$ cat config.mk
export PLATFORM = sky130hd
export DESIGN_NAME = thread_issue_sched
export DESIGN_NICKNAME = d
export VERILOG_FILES = /design/src/rtl/thread_issue_sched.sv
export SDC_FILE = /design/constraint.sdc
export NUM_CORES = 1
export LEC_CHECK = 0
export CAP_MARGIN = 0
export CELL_PAD_IN_SITES_DETAIL_PLACEMENT = 0
export CELL_PAD_IN_SITES_GLOBAL_PLACEMENT = 1
export CORE_ASPECT_RATIO = 1.25
export CORE_MARGIN = 4
export CORE_UTILIZATION = 34
export DETAILED_ROUTE_END_ITERATION = 8
export PLACE_DENSITY = 0.89
export SYNTH_ARGS = -nofsm -noshare
export SYNTH_HDL_FRONTEND = slang
export SYNTH_SLANG_ARGS = --single-unit
$ cat constraint.sdc
create_clock -name clk -period 3.7 [get_ports clk]
set_clock_uncertainty 0.15 [all_clocks]
set_input_delay 0.74 -clock clk [delete_from_list [all_inputs] [get_ports clk]]
set_output_delay 0.74 -clock clk [all_outputs]
set_load 0.01 [all_outputs]
$ cat src/rtl/thread_issue_sched.sv
// Round-robin issue scheduler: picks one enabled, ready hardware thread per issue slot
// and holds a registered grant until the operand-fetch stage acks it or the thread is killed.
module thread_issue_sched #(
    parameter int NUM_THREADS = 4,
    parameter int TID_W       = $clog2(NUM_THREADS)
) (
    input  logic                   clk,
    input  logic                   rst,
    input  logic [NUM_THREADS-1:0] thread_ready,
    input  logic [NUM_THREADS-1:0] thread_en_set,
    input  logic [NUM_THREADS-1:0] thread_en_clr,
    input  logic                   issue_ack,
    output logic                   issue_valid,
    output logic [NUM_THREADS-1:0] issue_oh,
    output logic [TID_W-1:0]       issue_tid,
    output logic [NUM_THREADS-1:0] thread_en
);

    typedef enum logic {
        IDLE  = 1'b0,
        GRANT = 1'b1
    } state_t;

    state_t                 r_state;
    state_t                 w_nstate;
    logic [NUM_THREADS-1:0] r_en;
    logic [NUM_THREADS-1:0] r_oh;
    logic [NUM_THREADS-1:0] w_noh;
    logic [TID_W-1:0]       r_tid;
    logic [TID_W-1:0]       w_ntid;
    logic [TID_W-1:0]       r_last;
    logic [TID_W-1:0]       w_nlast;
    logic [TID_W-1:0]       w_ptr;
    logic [TID_W-1:0]       w_sel_tid;
    logic [NUM_THREADS-1:0] w_sel_oh;
    logic [NUM_THREADS-1:0] w_cand;
    logic                   w_any;

    // First set bit of c searching upward from last+1, wrapping around.
    function automatic logic [TID_W-1:0] rr_pick(input logic [NUM_THREADS-1:0] c,
                                                 input logic [TID_W-1:0]       last);
        logic             found;
        logic [TID_W-1:0] result;
        int               idx;
        found  = 1'b0;
        result = '0;
        for (int i = 1; i <= NUM_THREADS; i++) begin
            idx = (int'(last) + i) % NUM_THREADS;
            if (!found && c[idx]) begin
                result = TID_W'(idx);
                found  = 1'b1;
            end
        end
        return result;
    endfunction

    // A same-cycle clear masks its thread at once; a set only lands via r_en next cycle.
    assign w_cand = r_en & thread_ready & ~thread_en_clr;
    assign w_any  = |w_cand;
    // On an ack the thread just issued becomes lowest priority for the reselection.
    assign w_ptr  = (r_state == GRANT && issue_ack) ? r_tid : r_last;

    always_comb begin
        w_sel_tid           = rr_pick(w_cand, w_ptr);
        w_sel_oh            = '0;
        w_sel_oh[w_sel_tid] = 1'b1;
    end

    always_comb begin
        w_nstate = r_state;
        w_noh    = r_oh;
        w_ntid   = r_tid;
        w_nlast  = r_last;
        case (r_state)
            IDLE: begin
                if (w_any) begin
                    w_nstate = GRANT;
                    w_noh    = w_sel_oh;
                    w_ntid   = w_sel_tid;
                end
            end
            GRANT: begin
                if (issue_ack) begin
                    w_nlast = r_tid;
                    if (w_any) begin
                        w_noh  = w_sel_oh;
                        w_ntid = w_sel_tid;
                    end else begin
                        w_nstate = IDLE;
                        w_noh    = '0;
                        w_ntid   = '0;
                    end
                end else if (thread_en_clr[r_tid]) begin
                    w_nstate = IDLE;
                    w_noh    = '0;
                    w_ntid   = '0;
                end
            end
            default: begin
                w_nstate = IDLE;
                w_noh    = '0;
                w_ntid   = '0;
            end
        endcase
    end

    always_ff @(posedge clk or posedge rst) begin
        if (rst) begin
            r_state <= IDLE;
            r_en    <= '1;
            r_oh    <= '0;
            r_tid   <= '0;
            r_last  <= TID_W'(NUM_THREADS - 1);
        end else begin
            r_state <= w_nstate;
            r_en    <= (r_en | thread_en_set) & ~thread_en_clr;
            r_oh    <= w_noh;
            r_tid   <= w_ntid;
            r_last  <= w_nlast;
        end
    end

    assign issue_valid = (r_state == GRANT);
    assign issue_oh    = r_oh;
    assign issue_tid   = r_tid;
    assign thread_en   = r_en;

endmodule
=== Yosys cells after proc, flatten, opt, wreduce, memory -nomap -nowiden ===
Cells that the tools add are included.

* Logic and storage cells: 81
* Register bits: 13
* Input bits: 15
* Output and inout port bits: 11

* Reductions and logical operators: 15
* Muxes and demuxes: 38
* Equal/unequal tests: 2
* Bitwise operators: 10
* $add $sub $neg: 4
* Order comparisons: 7

{| class="wikitable"
|+ Operators with widths
! kind !! number
|-
| $mux W2 || 9
|-
| $lt A3 B4 Y1 const B || 4
|-
| $mux W1 || 16
|-
| $mux W4 || 4
|-
| $and A4 B4 Y4 || 3
|-
| $bmux W1 S2 || 5
|-
| $pmux W4 S2 || 1
|-
| $reduce_or A2 Y1 || 4
|-
| $lt A2 B3 Y1 const B || 2
|-
| $logic_and A1 B1 Y1 || 5
|-
| $add A2 B1 Y2 const B || 2
|-
| $add A2 B2 Y2 const B || 2
|-
| $and A1 B1 Y1 const A || 4
|-
| $not A4 Y4 || 1
|-
| $or A4 B4 Y4 || 1
|-
| $pmux W2 S2 || 1
|-
| $reduce_and A2 Y1 || 2
|-
| $reduce_or A4 Y1 || 1
|-
| $logic_not A1 Y1 || 3
|-
| $ne A3 B2 Y1 const B || 1
|-
| $demux W1 S2 || 1
|-
| $ge A2 B1 Y1 const B || 1
|-
| $ne A2 B2 Y1 const B || 1
|-
| $pmux W1 S2 || 1
|-
| $not A1 Y1 || 1
|}

=== Longest topological paths before layout ===
* Word-level depth: 25
* Gate-level depth with buffers: 6
* Gate-level depth less buffers: 6

=== Worst setup path before layout ===
Ideal clock, no wire load.

* Kind: input-to-reg
* Start point: in thread_en_clr[2]
* End point: reg r_tid[0], in the netlist issue_tid[0]
* Path buffers: 0
* Library setup time: 0.121 ns
* Stages on the path: 4
* Data required time: 3.429 ns
* Data arrival time: 1.744 ns
* Slack: 1.685 ns
* Path through: nand3b_1 -> a221oi_1 -> o221ai_2 -> a22o_1

* Cells in the longest elaborated chain, start to end: 18
* Elaborated cells between the ends (all ways): 37
* Classes of those cells: eq/ne (2); mux (25); bitwise (2); reduce/logical (8)

{| class="wikitable"
|+ Ends and longest elaborated chain
! item !! line !! text
|-
| from (decl) || 11 || <nowiki>input logic [NUM_THREADS-1:0] thread_en_clr,</nowiki>
|-
| $not A4 Y4 || 58 || <nowiki>assign w_cand = r_en & thread_ready & ~thread_en_clr;</nowiki>
|-
| $and A4 B4 Y4 || 58 ||
|-
| $bmux W1 S2 || 49 || <nowiki>if (!found && c[idx]) begin</nowiki>
|-
| $mux W1 (implied by the code) (2 in a row) || 49 ||
|-
| $mux W1 || 49 ||
|-
| $logic_not A1 Y1 || 49 ||
|-
| $logic_and A1 B1 Y1 || 49 ||
|-
| $mux W1 || 49 ||
|-
| $logic_not A1 Y1 || 49 ||
|-
| $logic_and A1 B1 Y1 || 49 ||
|-
| $mux W1 || 49 ||
|-
| $logic_not A1 Y1 || 49 ||
|-
| $logic_and A1 B1 Y1 || 49 ||
|-
| $mux W2 || 49 ||
|-
| $mux W2 || 85 || <nowiki>if (w_any) begin</nowiki>
|-
| $mux W2 || 83 || <nowiki>if (issue_ack) begin</nowiki>
|-
| $pmux W2 S2 || 74 || <nowiki>case (r_state)</nowiki>
|-
| to (signal assigned) || 118 || <nowiki>r_tid <= w_ntid;</nowiki>
|-
| to (decl) || 29 || <nowiki>logic [TID_W-1:0] r_tid;</nowiki>
|}

Parallel ways exist; a longest one is shown, timed or not. The select of a mux whose other input is x is not followed.
A chain may end at the register's enable or synchronous reset.

=== Worst setup path after layout ===
* Start point: in thread_en_clr[0]
* End point: reg r_tid[0], in the netlist issue_tid[0]

Same word-level chain as after synthesis.

==> results.sh <==
export IMPL_clk_pin_slew_worst_paths_ns=0.08
export IMPL_finalNonFillerCells=118
export IMPL_io_buffers=25
export IMPL_critPathKind="in -> reg"
export IMPL_hold_violations=0
export IMPL_clk_path_buf_depth=2
export IMPL_synth_seq_cells=13
export IMPL_hold_path_class="reg -> reg"
export IMPL_cts_resized=0
export IMPL_nNetsFinal=114
export IMPL_clockRootBuffer="clkbuf_4"
export IMPL_p_per_area_nw_per_um2=427
export IMPL_post_cts_buffers=0
export IMPL_hpwlAfterDp_um=1340
export IMPL_fmax_mhz=427
export IMPL_r2r_end="issue_tid[0]"
export IMPL_fin_hold_ws_ns=0.333
export IMPL_fin_area_um2=995
export IMPL_synth_top_area_frac=0.253
export IMPL_track_usage=0.126
export IMPL_slowest_delay_ns=0.47
export IMPL_gr_total_overflow=0
export IMPL_worstSetupEndpoint="issue_tid[0]"
export IMPL_worstPathArrival_ns=2.37
export IMPL_dpl_cell_area_um2=968
export IMPL_yosys_area_top_type="dfrtp_1"
export IMPL_initial_core_util=0.354
export IMPL_clk_insertion_delay_late_ns=0.28
export IMPL_final_cell_mix="clkdlybuf4s50_1 (25), nand2_1 (9), nor2_1 (8), dfrtp_1 (7), dfstp_2 (6)"
export IMPL_synth_cells=69
export IMPL_ys_seq_area_frac=0.480
export IMPL_grt_max_degree=14
export IMPL_synthTopCellsByArea="dfrtp_1 (25%), dfstp_2 (23%), nand2_1 (4.9%)"
export IMPL_io_pins=26
export IMPL_syn_area_per_cell_um2=10.0
export IMPL_setup_tns_final_ns=0
export IMPL_status="finished, final reports clean"
export IMPL_tightest_slew_ns=0.507
export IMPL_r2r_slack_ns=1.82
export IMPL_firstDrtPassIters=4
export IMPL_period_share=0.634
export IMPL_worst_setup_path_start_kind="input port"
export IMPL_cp_max_fo=4
export IMPL_antenna_found_initial=0
export IMPL_leakagePower_nw=0.413
export IMPL_cts_max_level=1
export IMPL_min_from="issue_oh[2]"
export IMPL_drt_wl_total_um=1630
export IMPL_rsz0062_at_grt="false"
export IMPL_cap_violations=0
export IMPL_cts_tree="built"
export IMPL_reg2regPathDepth=4
export IMPL_cp_required_ns=3.72
export IMPL_crit_start="thread_en_clr[0]"
export IMPL_viasPerCell=5.25
export IMPL_areaGrowthSynthToFinish_pct=43.5
export IMPL_numCtsBuffers=3
export IMPL_postCtsHoldBufs=0
export IMPL_die_area_um2=2830
export IMPL_ir_drop_v=0.000291
export IMPL_first_global_vias=655
export IMPL_num_antenna_cells=0
export IMPL_yosysWarnings=0
export IMPL_slew_headroom=0.662
export IMPL_fp_dieW_um=48.4
export IMPL_cts_num_sinks=13
export IMPL_layout_commonest_cell="clkdlybuf4s50_1"
export IMPL_synth_cell_type_count=30
export IMPL_endpoint_kind="flip-flop"
export IMPL_finalMaxSlewViolations=0
export IMPL_worstHoldPathCells=2
export IMPL_vias=620
export IMPL_detail_route_iter0_violations=6
export IMPL_critical_path_slowest_cell="a221oi_1"
export IMPL_drc=0
export IMPL_rows=18
export IMPL_gp_congestion=0.809
export IMPL_layout_drive_gt1_share=0.173
export IMPL_fin_crit_ns=2.34
export IMPL_grt_pass1_wl_um=2810
export IMPL_r2r_start="thread_en[2]"
export IMPL_setup_viol=0
export IMPL_ant_nets=0
export IMPL_synthesis_nets=84
export IMPL_netlist_area_um2=693
export IMPL_crit_chain="clkdlybuf4s50_1 > nand3b_1 > a221oi_1 > o221ai_2 > a22o_1"
export IMPL_die_h_um=58.5
export IMPL_dpl_cell_count=114
export IMPL_core_area_um2=1960
export IMPL_wl_per_cell_um=13.8
export IMPL_final_util=0.508
[critical path, delay by kind of cell]
family                 cells  cell delay, ns
AO/OA/AOI/OAI              3            0.92
buffers and inverters      1            0.45
AND/OR/NAND/NOR            1            0.25
[sequential cells by signal (all words and copies together) (netlist names)]
| signal | count |
|---|---|
| thread_en | 4 |
| issue_valid | 1 |
| r_last | 2 |
| issue_tid | 2 |
| issue_oh | 4 |
[metrics by stage]
step	power, mW	setup WS (ns)
6_report	0.425	1.36
5_1_grt	0.454	1.28
4_1_cts	0.429	1.36
3_5_place_dp	0.341	1.07
3_3_place_gp	0.339	1.17
2_1_floorplan	0.271	1.69
[layout make-up]
type | instances | area (µm²)
fillers | 203 | 965
multi-input cells | 54 | 353
flip-flops and latches | 13 | 333
repair buffers | 25 | 250
clock buffers | 4 | 26.3
well taps | 20 | 25.0
inverters | 2 | 7.51
[power breakdown]
part,switching (mW),internal (mW),leakage (nW)
sequential,0.0256,0.174,0.155
combinational,0.0596,0.0773,0.243
clock,0.0468,0.0418,0.0150
total,0.132,0.293,0.413
[kinds of logic (layout without fill, tap and decap cells)]
| group | count (synthesis) | count (layout) | synth area share |
|---|---|---|---|
| compound gates | 16 | 16 | 0.175 |
| buf+inv | 2 | 31 | 0.0108 |
| flops | 13 | 13 | 0.480 |
| mux | 2 | 2 | 0.0523 |
| simple gates | 36 | 36 | 0.282 |
[layer usage]
| metal | global-route usage | wire length, µm |
|---|---|---|
| met5 | 0 | 0 |
| met2 | 0.237 | 833 |
| met1 | 0.138 | 669 |
| met4 | 0.0474 | 21 |
| met3 | 0.0228 | 107 |
[synthesized netlist by cell type (all sizes together)]
library cell  count
a211oi            3
a21o              1
a221oi            1
a22o              1
and2              2
and3              1
and3b             1
dfrtp             7
dfstp             6
inv               2
mux2i             1
mux4              1
nand2            10
nand2b            3
nand3b            4
nand4             1
nor2              9
nor2b             2
nor3b             1
nor4bb            1
o21ai             7
o221a             1
o221ai            1
o311ai            1
or2               1
[worst min-delay path by stage]
stage,slack (ns),end
final,0.33,issue_oh[2]
after global routing,0.38,issue_oh[1]
after CTS,0.34,issue_oh[1]
after detailed placement,0.33,issue_oh[1]
after global placement,0.32,issue_oh[3]
after floorplan,0.36,thread_en[0]
No activity file was read; power rests on OpenSTA's default activity.
